[src/rtl/uart_pkg.sv]
// Shared UART definitions: FSM state encoding, parity selectors and default widths.
// Used by both the transmit and receive paths so loopback setups agree on format.
package uart_pkg;

    typedef enum logic [2:0] {
        IDLE   = 3'd0,
        START  = 3'd1,
        DATA   = 3'd2,
        PARITY = 3'd3,
        STOP   = 3'd4
    } uart_state_t;

    localparam logic PAR_EVEN = 1'b0;
    localparam logic PAR_ODD  = 1'b1;

    localparam int DATA_W_DEFAULT     = 8;
    localparam int PRESCALE_W_DEFAULT = 6;

endpackage

[src/rtl/uart_tx_bit_timer.sv]
// Bit timing for the UART transmitter: per-bit edge counter with clamped prescale,
// bit_done strobe on the last cycle of each bit, and the data bit index.
module uart_tx_bit_timer
    import uart_pkg::*;
#(
    parameter int DATA_W     = DATA_W_DEFAULT,
    parameter int PRESCALE_W = PRESCALE_W_DEFAULT,
    localparam int IDX_W     = (DATA_W > 1) ? $clog2(DATA_W) : 1
) (
    input  logic                  clk,
    input  logic                  rst_n,
    input  logic                  load,
    input  logic [PRESCALE_W-1:0] prescale,
    input  logic                  run,
    input  logic                  in_data,
    output logic                  bit_done,
    output logic [IDX_W-1:0]      bit_idx
);

    logic [PRESCALE_W-1:0] period;
    logic [PRESCALE_W-1:0] count;

    assign bit_done = run && (count == period - 1'b1);

    // A bit period below 2 cycles is not supported, so it is widened to 2 at capture.
    always_ff @(posedge clk or negedge rst_n) begin
        if (!rst_n) begin
            period  <= '0;
            count   <= '0;
            bit_idx <= '0;
        end else if (load) begin
            period  <= (prescale < PRESCALE_W'(2)) ? PRESCALE_W'(2) : prescale;
            count   <= '0;
            bit_idx <= '0;
        end else if (run) begin
            if (bit_done) begin
                count <= '0;
            end else begin
                count <= count + 1'b1;
            end
            if (bit_done && in_data) begin
                bit_idx <= bit_idx + 1'b1;
            end
        end
    end

endmodule

[src/rtl/uart_tx_frame.sv]
// UART transmitter: serializes one byte per accept as start, data (LSB first),
// optional parity and stop. Optional macro UART_TX_TWO_STOP_EN adds a stop2 input.
module uart_tx_frame
    import uart_pkg::*;
#(
    parameter int DATA_W     = DATA_W_DEFAULT,
    parameter int PRESCALE_W = PRESCALE_W_DEFAULT
) (
    input  logic                  clk,
    input  logic                  rst_n,
    input  logic [DATA_W-1:0]     p_data,
    input  logic                  data_valid,
    input  logic                  par_en,
    input  logic                  par_typ,
    input  logic [PRESCALE_W-1:0] prescale,
`ifdef UART_TX_TWO_STOP_EN
    input  logic                  stop2,
`endif
    output logic                  tx_out,
    output logic                  busy
);

    localparam int IDX_W = (DATA_W > 1) ? $clog2(DATA_W) : 1;

    uart_state_t       state, state_n;
    logic              tx_n, busy_n;
    logic [DATA_W-1:0] shift_reg, shift_n;
    logic              parity_bit, parity_n;
    logic              par_en_reg, par_en_n;
    logic              load;
    logic              bit_done;
    logic [IDX_W-1:0]  bit_idx;
`ifdef UART_TX_TWO_STOP_EN
    logic              stop2_reg, stop2_n;
    logic              stop_second, stop_second_n;
`endif

    uart_tx_bit_timer #(
        .DATA_W     (DATA_W),
        .PRESCALE_W (PRESCALE_W)
    ) u_timer (
        .clk      (clk),
        .rst_n    (rst_n),
        .load     (load),
        .prescale (prescale),
        .run      (state != IDLE),
        .in_data  (state == DATA),
        .bit_done (bit_done),
        .bit_idx  (bit_idx)
    );

    // tx_out is registered; its next value is chosen only on accept or bit_done.
    always_comb begin
        state_n  = state;
        tx_n     = tx_out;
        busy_n   = busy;
        shift_n  = shift_reg;
        parity_n = parity_bit;
        par_en_n = par_en_reg;
        load     = 1'b0;
`ifdef UART_TX_TWO_STOP_EN
        stop2_n       = stop2_reg;
        stop_second_n = stop_second;
`endif
        case (state)
            IDLE: begin
                tx_n   = 1'b1;
                busy_n = 1'b0;
                if (data_valid) begin
                    load     = 1'b1;
                    state_n  = START;
                    tx_n     = 1'b0;
                    busy_n   = 1'b1;
                    shift_n  = p_data;
                    parity_n = (^p_data) ^ (par_typ == PAR_ODD);
                    par_en_n = par_en;
`ifdef UART_TX_TWO_STOP_EN
                    stop2_n       = stop2;
                    stop_second_n = 1'b0;
`endif
                end
            end
            START: begin
                if (bit_done) begin
                    state_n = DATA;
                    tx_n    = shift_reg[0];
                    shift_n = shift_reg >> 1;
                end
            end
            DATA: begin
                if (bit_done) begin
                    if (bit_idx == IDX_W'(DATA_W - 1)) begin
                        if (par_en_reg) begin
                            state_n = PARITY;
                            tx_n    = parity_bit;
                        end else begin
                            state_n = STOP;
                            tx_n    = 1'b1;
                        end
                    end else begin
                        tx_n    = shift_reg[0];
                        shift_n = shift_reg >> 1;
                    end
                end
            end
            PARITY: begin
                if (bit_done) begin
                    state_n = STOP;
                    tx_n    = 1'b1;
                end
            end
            STOP: begin
                tx_n = 1'b1;
                if (bit_done) begin
`ifdef UART_TX_TWO_STOP_EN
                    if (stop2_reg && !stop_second) begin
                        stop_second_n = 1'b1;
                    end else begin
                        state_n = IDLE;
                        busy_n  = 1'b0;
                    end
`else
                    state_n = IDLE;
                    busy_n  = 1'b0;
`endif
                end
            end
            default: begin
                state_n = IDLE;
                tx_n    = 1'b1;
                busy_n  = 1'b0;
            end
        endcase
    end

    always_ff @(posedge clk or negedge rst_n) begin
        if (!rst_n) begin
            state      <= IDLE;
            tx_out     <= 1'b1;
            busy       <= 1'b0;
            shift_reg  <= '0;
            parity_bit <= 1'b0;
            par_en_reg <= 1'b0;
`ifdef UART_TX_TWO_STOP_EN
            stop2_reg   <= 1'b0;
            stop_second <= 1'b0;
`endif
        end else begin
            state      <= state_n;
            tx_out     <= tx_n;
            busy       <= busy_n;
            shift_reg  <= shift_n;
            parity_bit <= parity_n;
            par_en_reg <= par_en_n;
`ifdef UART_TX_TWO_STOP_EN
            stop2_reg   <= stop2_n;
            stop_second <= stop_second_n;
`endif
        end
    end

endmodule

[config.mk]
export PLATFORM = sky130hd
export DESIGN_NAME = uart_tx_frame
export DESIGN_NICKNAME = d
export VERILOG_FILES = /design/src/rtl/uart_pkg.sv /design/src/rtl/uart_tx_bit_timer.sv /design/src/rtl/uart_tx_frame.sv
export SDC_FILE = /design/constraint.sdc
export NUM_CORES = 1
export LEC_CHECK = 0
export ABC_AREA = 0
export BUFFER_PORTS_ARGS = -buffer_cell sky130_fd_sc_hd__buf_2
export CORE_MARGIN = 2
export CORE_UTILIZATION = 43
export DETAILED_ROUTE_END_ITERATION = 6
export GPL_TIMING_DRIVEN = 1
export PLACE_DENSITY_LB_ADDON = 0.05
export SYNTH_ARGS = -nofsm -noshare
export SYNTH_HDL_FRONTEND = slang
export SYNTH_SLANG_ARGS = --single-unit
[constraint.sdc]
create_clock -name clk -period 4.12 [get_ports clk]
set_input_delay 0.618 -clock clk [delete_from_list [all_inputs] [get_ports clk]]
set_output_delay 0.618 -clock clk [all_outputs]
set_load 0.02 [all_outputs]
# Word level (Yosys, flattened, before mapping)
# Index checks and enable logic that the tools add are counted.
[word_totals]
in_bits = 19
out_inout_bits = 2
ff_bits = 30
wordCells = 74
[classes]
n_bitwise = 2
eq_ne = 13
muxes = 31
add_sub_neg = 3
order_cmp = 1
n_reduce_logical = 15
[ops]
columns = ["operator", "count"]
rows = [
  ["$mux W8", 4],
  ["$mux W3", 10],
  ["$mux W6", 4],
  ["$pmux W8 S3", 1],
  ["$pmux W3 S5", 1],
  ["$mux W1", 9],
  ["$ne A2 B2 Y1 const B", 4],
  ["$reduce_xor A8 Y1", 1],
  ["$add A6 B1 Y6 const B", 1],
  ["$eq A3 B2 Y1 const B", 2],
  ["$eq A3 B3 Y1 const B", 2],
  ["$eq A6 B6 Y1", 1],
  ["$lt A6 B2 Y1 const B", 1],
  ["$ne A2 B1 Y1 const B", 3],
  ["$reduce_and A2 Y1", 3],
  ["$reduce_and A6 Y1", 1],
  ["$reduce_bool A3 Y1", 2],
  ["$sub A6 B1 Y6 const B", 1],
  ["$reduce_and A5 Y1", 1],
  ["$pmux W1 S4", 1],
  ["$reduce_bool A2 Y1", 2],
  ["$add A3 B1 Y3 const B", 1],
  ["$eq A3 B1 Y1 const B", 1],
  ["$logic_not A3 Y1", 1],
  ["other kinds (6)", 7],
]

# Depth between registers and ports, before layout
[logic_depth]
word_depth = 7
mapped_depth = 8
ltp_nobuf = 7

# Cells and area by module
# A second synthesis with hierarchy kept.
[hier_totals]
hier_cells = 180
hier_area_um2 = 1879.3
[modules_own_cells]
columns = ["module", "area_per_inst_um2", "instances", "cells_each", "seq_area_each_um2"]
rows = [
  ["uart_tx_bit_timer", 952.2, 1, 100, 375.4],
  ["uart_tx_frame", 927.1, 1, 80, 376.6],
]

# Worst setup path after synthesis
# Ideal clock, no wire load.
[synth_timing]
path_kind = "register to register"
from = "register u_timer.period[0]"
to = "register shift_reg[0]"
n_path_buf = 1
t_required_ps = 3995
period_less_slack_ps = 2069
slack_ps = 2051
setup_time_ps = 125
path_stages_with_launch = 9
arrival_ps = 1945
path_cell_list = "dfrtp_1 > inv_1 > ha_1 > xnor2_1 > nor2_1 > o31a_4 > buf_6 > o21ai_4 > mux2_2"
[synth_via]
elab_chain_len = 5
word_cells_on_any_way = 6
classes_between = "add/sub (1); eq/ne (3); reduce/logical (2)"
[synth_lines]
columns = ["element", "line", "text"]
rows = [
  ["start: declaration", "uart_tx_bit_timer.sv:20", "logic [PRESCALE_W-1:0] period;"],
  ["start signal: assignment", "uart_tx_bit_timer.sv:32", "period <= (prescale < PRESCALE_W'(2)) ? PRESCALE_W'(2) : prescale;"],
  ["$sub A6 B1 Y6 *", "uart_tx_bit_timer.sv:23", "assign bit_done = run && (count == period - 1'b1);"],
  ["$eq A6 B6 Y1 *", "uart_tx_bit_timer.sv:23", ""],
  ["$logic_and A1 B1 Y1 *", "uart_tx_bit_timer.sv:23", ""],
  ["$ne A2 B2 Y1 (no line) or $ne A2 B1 Y1 (tied branches)", "--", ""],
  ["$reduce_and A5 Y1 (no line) *", "--", ""],
  ["end signal: assignment", "uart_tx_frame.sv:152", "shift_reg <= shift_n;"],
  ["end: declaration", "uart_tx_frame.sv:27", "logic [DATA_W-1:0] shift_reg, shift_n;"],
]
# Mark *: on every way between the ends. The rest lies on a longest branch, timed or not.
# A chain may end at the register's enable or synchronous reset.

# Worst setup path in the final report
[layout_timing]
from = "register u_timer.period[2]"
to = "register u_timer.count[2]"
[layout_via]
elab_chain_len = 6
[layout_lines]
columns = ["element", "line", "text"]
rows = [
  ["$sub A6 B1 Y6", "uart_tx_bit_timer.sv:23", ""],
  ["$eq A6 B6 Y1", "uart_tx_bit_timer.sv:23", ""],
  ["$logic_and A1 B1 Y1", "uart_tx_bit_timer.sv:23", ""],
  ["$mux W6", "uart_tx_bit_timer.sv:36", "if (bit_done) begin"],
  ["$mux W6", "uart_tx_bit_timer.sv:35", "end else if (run) begin"],
  ["$mux W6", "uart_tx_bit_timer.sv:31", "end else if (load) begin"],
  ["end signal: assignment", "uart_tx_bit_timer.sv:39", "count <= count + 1'b1;"],
  ["end: declaration", "uart_tx_bit_timer.sv:21", "logic [PRESCALE_W-1:0] count;"],
]
# No other way between the ends. The select of a mux whose other input is x is not followed.

==> summary.txt <==
Status
  • Run status: complete, no violations

Setup path
  • Number of buffers and inverters on the critical path: 0
  • Required time at the worst-slack endpoint: 4290 ps
  • Cells along the critical path: nor4_2, a21oi_1, o211ai_1, o21ai_0, o311ai_0
  • Critical path launch point type: flip-flop
  • Worst Setup Path Type: flip-flop to flip-flop
  • Cell type group with the largest total delay on the critical path: compound AO/OA/AOI/OAI gates
  • Biggest fanout along the worst timing path: 12
  • Arrival time worst endpoint: 2680 ps
  • Critical register-to-register path endpoint: u_timer.count[2]
  • Launch point of the worst path: u_timer.period[2]
  • Slowest CP cell: sky130_fd_sc_hd__o211ai_1
  • Setup slack of the worst register-to-register path: 1610 ps
  • CP Depth: 5
  • Type of element capturing the critical path: flip-flop
  • Critical path destination: u_timer.count[2]
  • Number of cell instances on the worst register-to-register path: 5
  • Longest individual stage delay on the worst path: 780 ps
  • Source of the worst register-to-register timing path: u_timer.period[2]

STA
  • Final Hold Viols: 0
  • Min setup slack post-route: 1610 ps
  • Sum Neg Setup Slack: 0 ps
  • Clock Skews: 4.78 ps
  • Clock period minus final worst setup slack: 2510 ps
  • Total of endpoints with negative setup slack in the final report: 0
  • Slew at the pin closest to its max-slew limit: 945 ps
  • Upper clock frequency limit: 398 MHz
  • Setup repair after global routing missed its margin: no
  • Rel. slew slack: 36.7%
  • Final clock period utilization by the worst path: 61.0%
  • Max-slew violation count: 0

Synthesis
  • Gate count after technology mapping: 183
  • Register area share after synthesis: 40.7%
  • Number of enable-type register cells in the synthesized netlist: 0
  • Syn Area/Cell: 10.1 um2
  • Number of synthesis warnings: 0
  • Number of different library cells in the post-synthesis netlist: 45
  • Proportion of synthesized flip-flops having asynchronous set or reset: 100%
  • Cell area after technology mapping: 0.00185 mm2
  • Top_reg_cell synth: sky130_fd_sc_hd__dfrtp_1
  • Number of nets produced by synthesis: 206
  • Number of register bits inferred by synthesis: 30

Cells and area
  • Inserted Diodes: 0
  • Share of cells above drive strength 1: 27.5%
  • Flip-flop count of the largest register after layout: 8
  • Layout overhead on the synthesized area: 12.1%
  • Area taken by flip-flops and latches: 752 um2
  • Final #Nets: 226
  • Footprint of the multi-input gates: 0.00102 mm2
  • Layout fillers: 374

CTS
  • Clock slew seen by the registers of the worst setup and hold paths: 60 ps
  • Clock sinks: 30
  • Post-CTS Hold Buffers: 0
  • Cts bufs inserted: 5
  • Number of buffers inserted to repair setup after CTS: 0
  • Clock Tree Buf Depth: 2
  • Worst-skew pair later-pin latency: 280 ps
  • Root Driver: sky130_fd_sc_hd__clkbuf_8
  • Number of instances resized during post-cts repair: 0
  • H-tree depth reported by CTS: 2
  • Clock tree from TritonCTS: built

Placement
  • Worst slack at placement: 1590 ps
  • IO Port Bufs: 20
  • Final RePlAce weighted congestion: 0.876
  • Half-perimeter wire length after placement: 2720 um

Flow run
  • Number of max-capacitance violations reported: 0

Power and ir drop
  • Internal power component: 933 uW
  • Proportion of power drawn by flip-flops and latches: 36.5%
  • Max VDD drop: 0.300 mV
  • Clock Power Share: 18.7%
  • Combinational share of power: 44.8%
  • Switching power summed over all nets: 607 uW
  • Static power due to leakage: 0.000897 uW
  • Share of total power consumed by net switching: 39.4%
  • Ratio of total power to cell area: 743 mW/mm2

GRT
  • Grt ovf: 0
  • First-pass GRT wire length: 6340 um
  • Maximum number of pins on one net before global-route repair: 31
  • Total global routing track utilization: 16.5%
  • Vias in the first global route: 1376
  • Initial antenna violation count: 0

Route
  • Starting DRT DRC Count: 127
  • Aggregate routed wire length: 3680 um
  • Post-detailed-route via-to-cell ratio: 5.56
  • Routed length per placed instance: 14.5 um
  • Drt drc: 0
  • Remaining antenna violation count: 0
  • Length of the first detailed-routing pass in iterations: 4
  • Number of vias after detailed routing: 1412

Floorplan
  • Die ar.: 0.00484 mm2
  • I/O pin total: 21
  • Core box area: 0.00406 mm2
  • Site row count: 23
  • Die Width: 69.6 um
  • Initial core utilization: 45.6%
  • Y dimension of the die: 69.6 um

Hold path
  • HP Class: input pin to async pin
==> worst min-delay path by stage <==
| stage | startpoint | to | depth (start not counted) | slack, ps |
|---|---|---|---|---|
| after floorplan | rst_n | busy | 0 | 320 |
| after global placement | parity_bit | parity_bit | 2 | 470 |
| after detailed placement | parity_bit | parity_bit | 2 | 480 |
| after CTS | rst_n | shift_reg[2] | 1 | 400 |
| after global routing | rst_n | par_en_reg | 1 | 430 |
| final | rst_n | u_timer.count[4] | 1 | 370 |
==> area by class of cell <==
type	instances	share of cell area, %
Clock buffer	5	3.32
Inverter	9	1.63
Tap cell	50	3.02
Multi-Input combinational cell	137	49.0
Timing Repair Buffer	20	4.83
Clock inverter	3	1.93
Sequential cell	30	36.3
==> worst reg2reg max path, stage by stage (launching register included) <==
cell and delay, ps:
sky130_fd_sc_hd__dfrtp_1 460, sky130_fd_sc_hd__nor4_2 320, sky130_fd_sc_hd__a21oi_1 130, sky130_fd_sc_hd__o211ai_1 780
sky130_fd_sc_hd__o21ai_0 370, sky130_fd_sc_hd__o311ai_0 350
==> layout by cell type (no fill, tap or decap), drive strengths merged, types with 5 or more instances in the layout <==
cell / Yosys / routed
a21oi: 6 / 6
dfrtp: 29 / 29
xnor2: 11 / 11
nor2: 8 / 8
clkbuf: 0 / 5
buf: 7 / 20
nand2: 24 / 24
mux2: 19 / 19
nor3: 7 / 7
o21ai: 10 / 10
inv: 9 / 9
o211ai: 5 / 5
==> synthesized netlist by cell type, types with 2 or more instances <==
cell	number	area, um2
sky130_fd_sc_hd__a21oi_1	6	30.0
sky130_fd_sc_hd__buf_2	5	25.0
sky130_fd_sc_hd__buf_6	2	22.5
sky130_fd_sc_hd__dfrtp_1	29	726
sky130_fd_sc_hd__ha_1	4	50.1
sky130_fd_sc_hd__inv_1	9	33.8
sky130_fd_sc_hd__mux2_2	19	214
sky130_fd_sc_hd__mux2i_1	4	40.0
sky130_fd_sc_hd__nand2_1	23	86.3
sky130_fd_sc_hd__nand2b_1	2	12.5
sky130_fd_sc_hd__nand3_1	4	20.0
sky130_fd_sc_hd__nor2_1	8	30.0
sky130_fd_sc_hd__nor3_1	7	35.0
sky130_fd_sc_hd__o2111ai_1	2	17.5
sky130_fd_sc_hd__o211ai_1	5	37.5
sky130_fd_sc_hd__o21a_1	2	15.0
sky130_fd_sc_hd__o21ai_0	9	45.0
sky130_fd_sc_hd__o311ai_0	2	17.5
sky130_fd_sc_hd__or2_2	2	12.5
sky130_fd_sc_hd__xnor2_1	11	96.3
sky130_fd_sc_hd__xor2_1	4	35.0
==> metal layers <==
layer	share of wire [%]	global-route usage, %
met5	0	0
met4	1.5	6.54
met2	44	24.7
met3	3.6	4.65
met1	51	22.6
==> logic make-up (layout without fill, tap and decap cells) <==
family / Yosys count / count (layout) / share of synthesized area, %
fa+ha+maj: 4 / 4 / 2.71
flops: 30 / 30 / 40.7
simple gates: 57 / 57 / 15.9
xor+xnor: 15 / 15 / 7.10
buf+inv: 16 / 37 / 4.40
mux: 23 / 23 / 13.7
compound gates: 38 / 38 / 15.5
==> power by group through the flow <==
stage          Sequential (uW)  Clock (uW)  Combinational [uW]
3_3_place_gp               561           0                 675
3_5_place_dp               565           0                 692
5_1_grt                    585         307                 769
2_1_floorplan              521           0                 614
6_report                   562         288                 690
4_1_cts                    561         294                 697
==> per-stage QoR <==
step | utilization [%] | hold WS [ps] | std cells | instance area [um2] | total power, uW
floorplan | - | 322 | 183 | 1850 | 1130
global placement | 48.4 | 469 | 246 | 1960 | 1240
detailed placement | 48.4 | 482 | 246 | 1960 | 1260
CTS | 51.1 | 402 | 254 | 2070 | 1550
global route | 51.1 | 425 | 254 | 2070 | 1660
finish | 51.1 | 369 | 254 | 2070 | 1540
No activity file was read; power rests on OpenSTA's default activity.
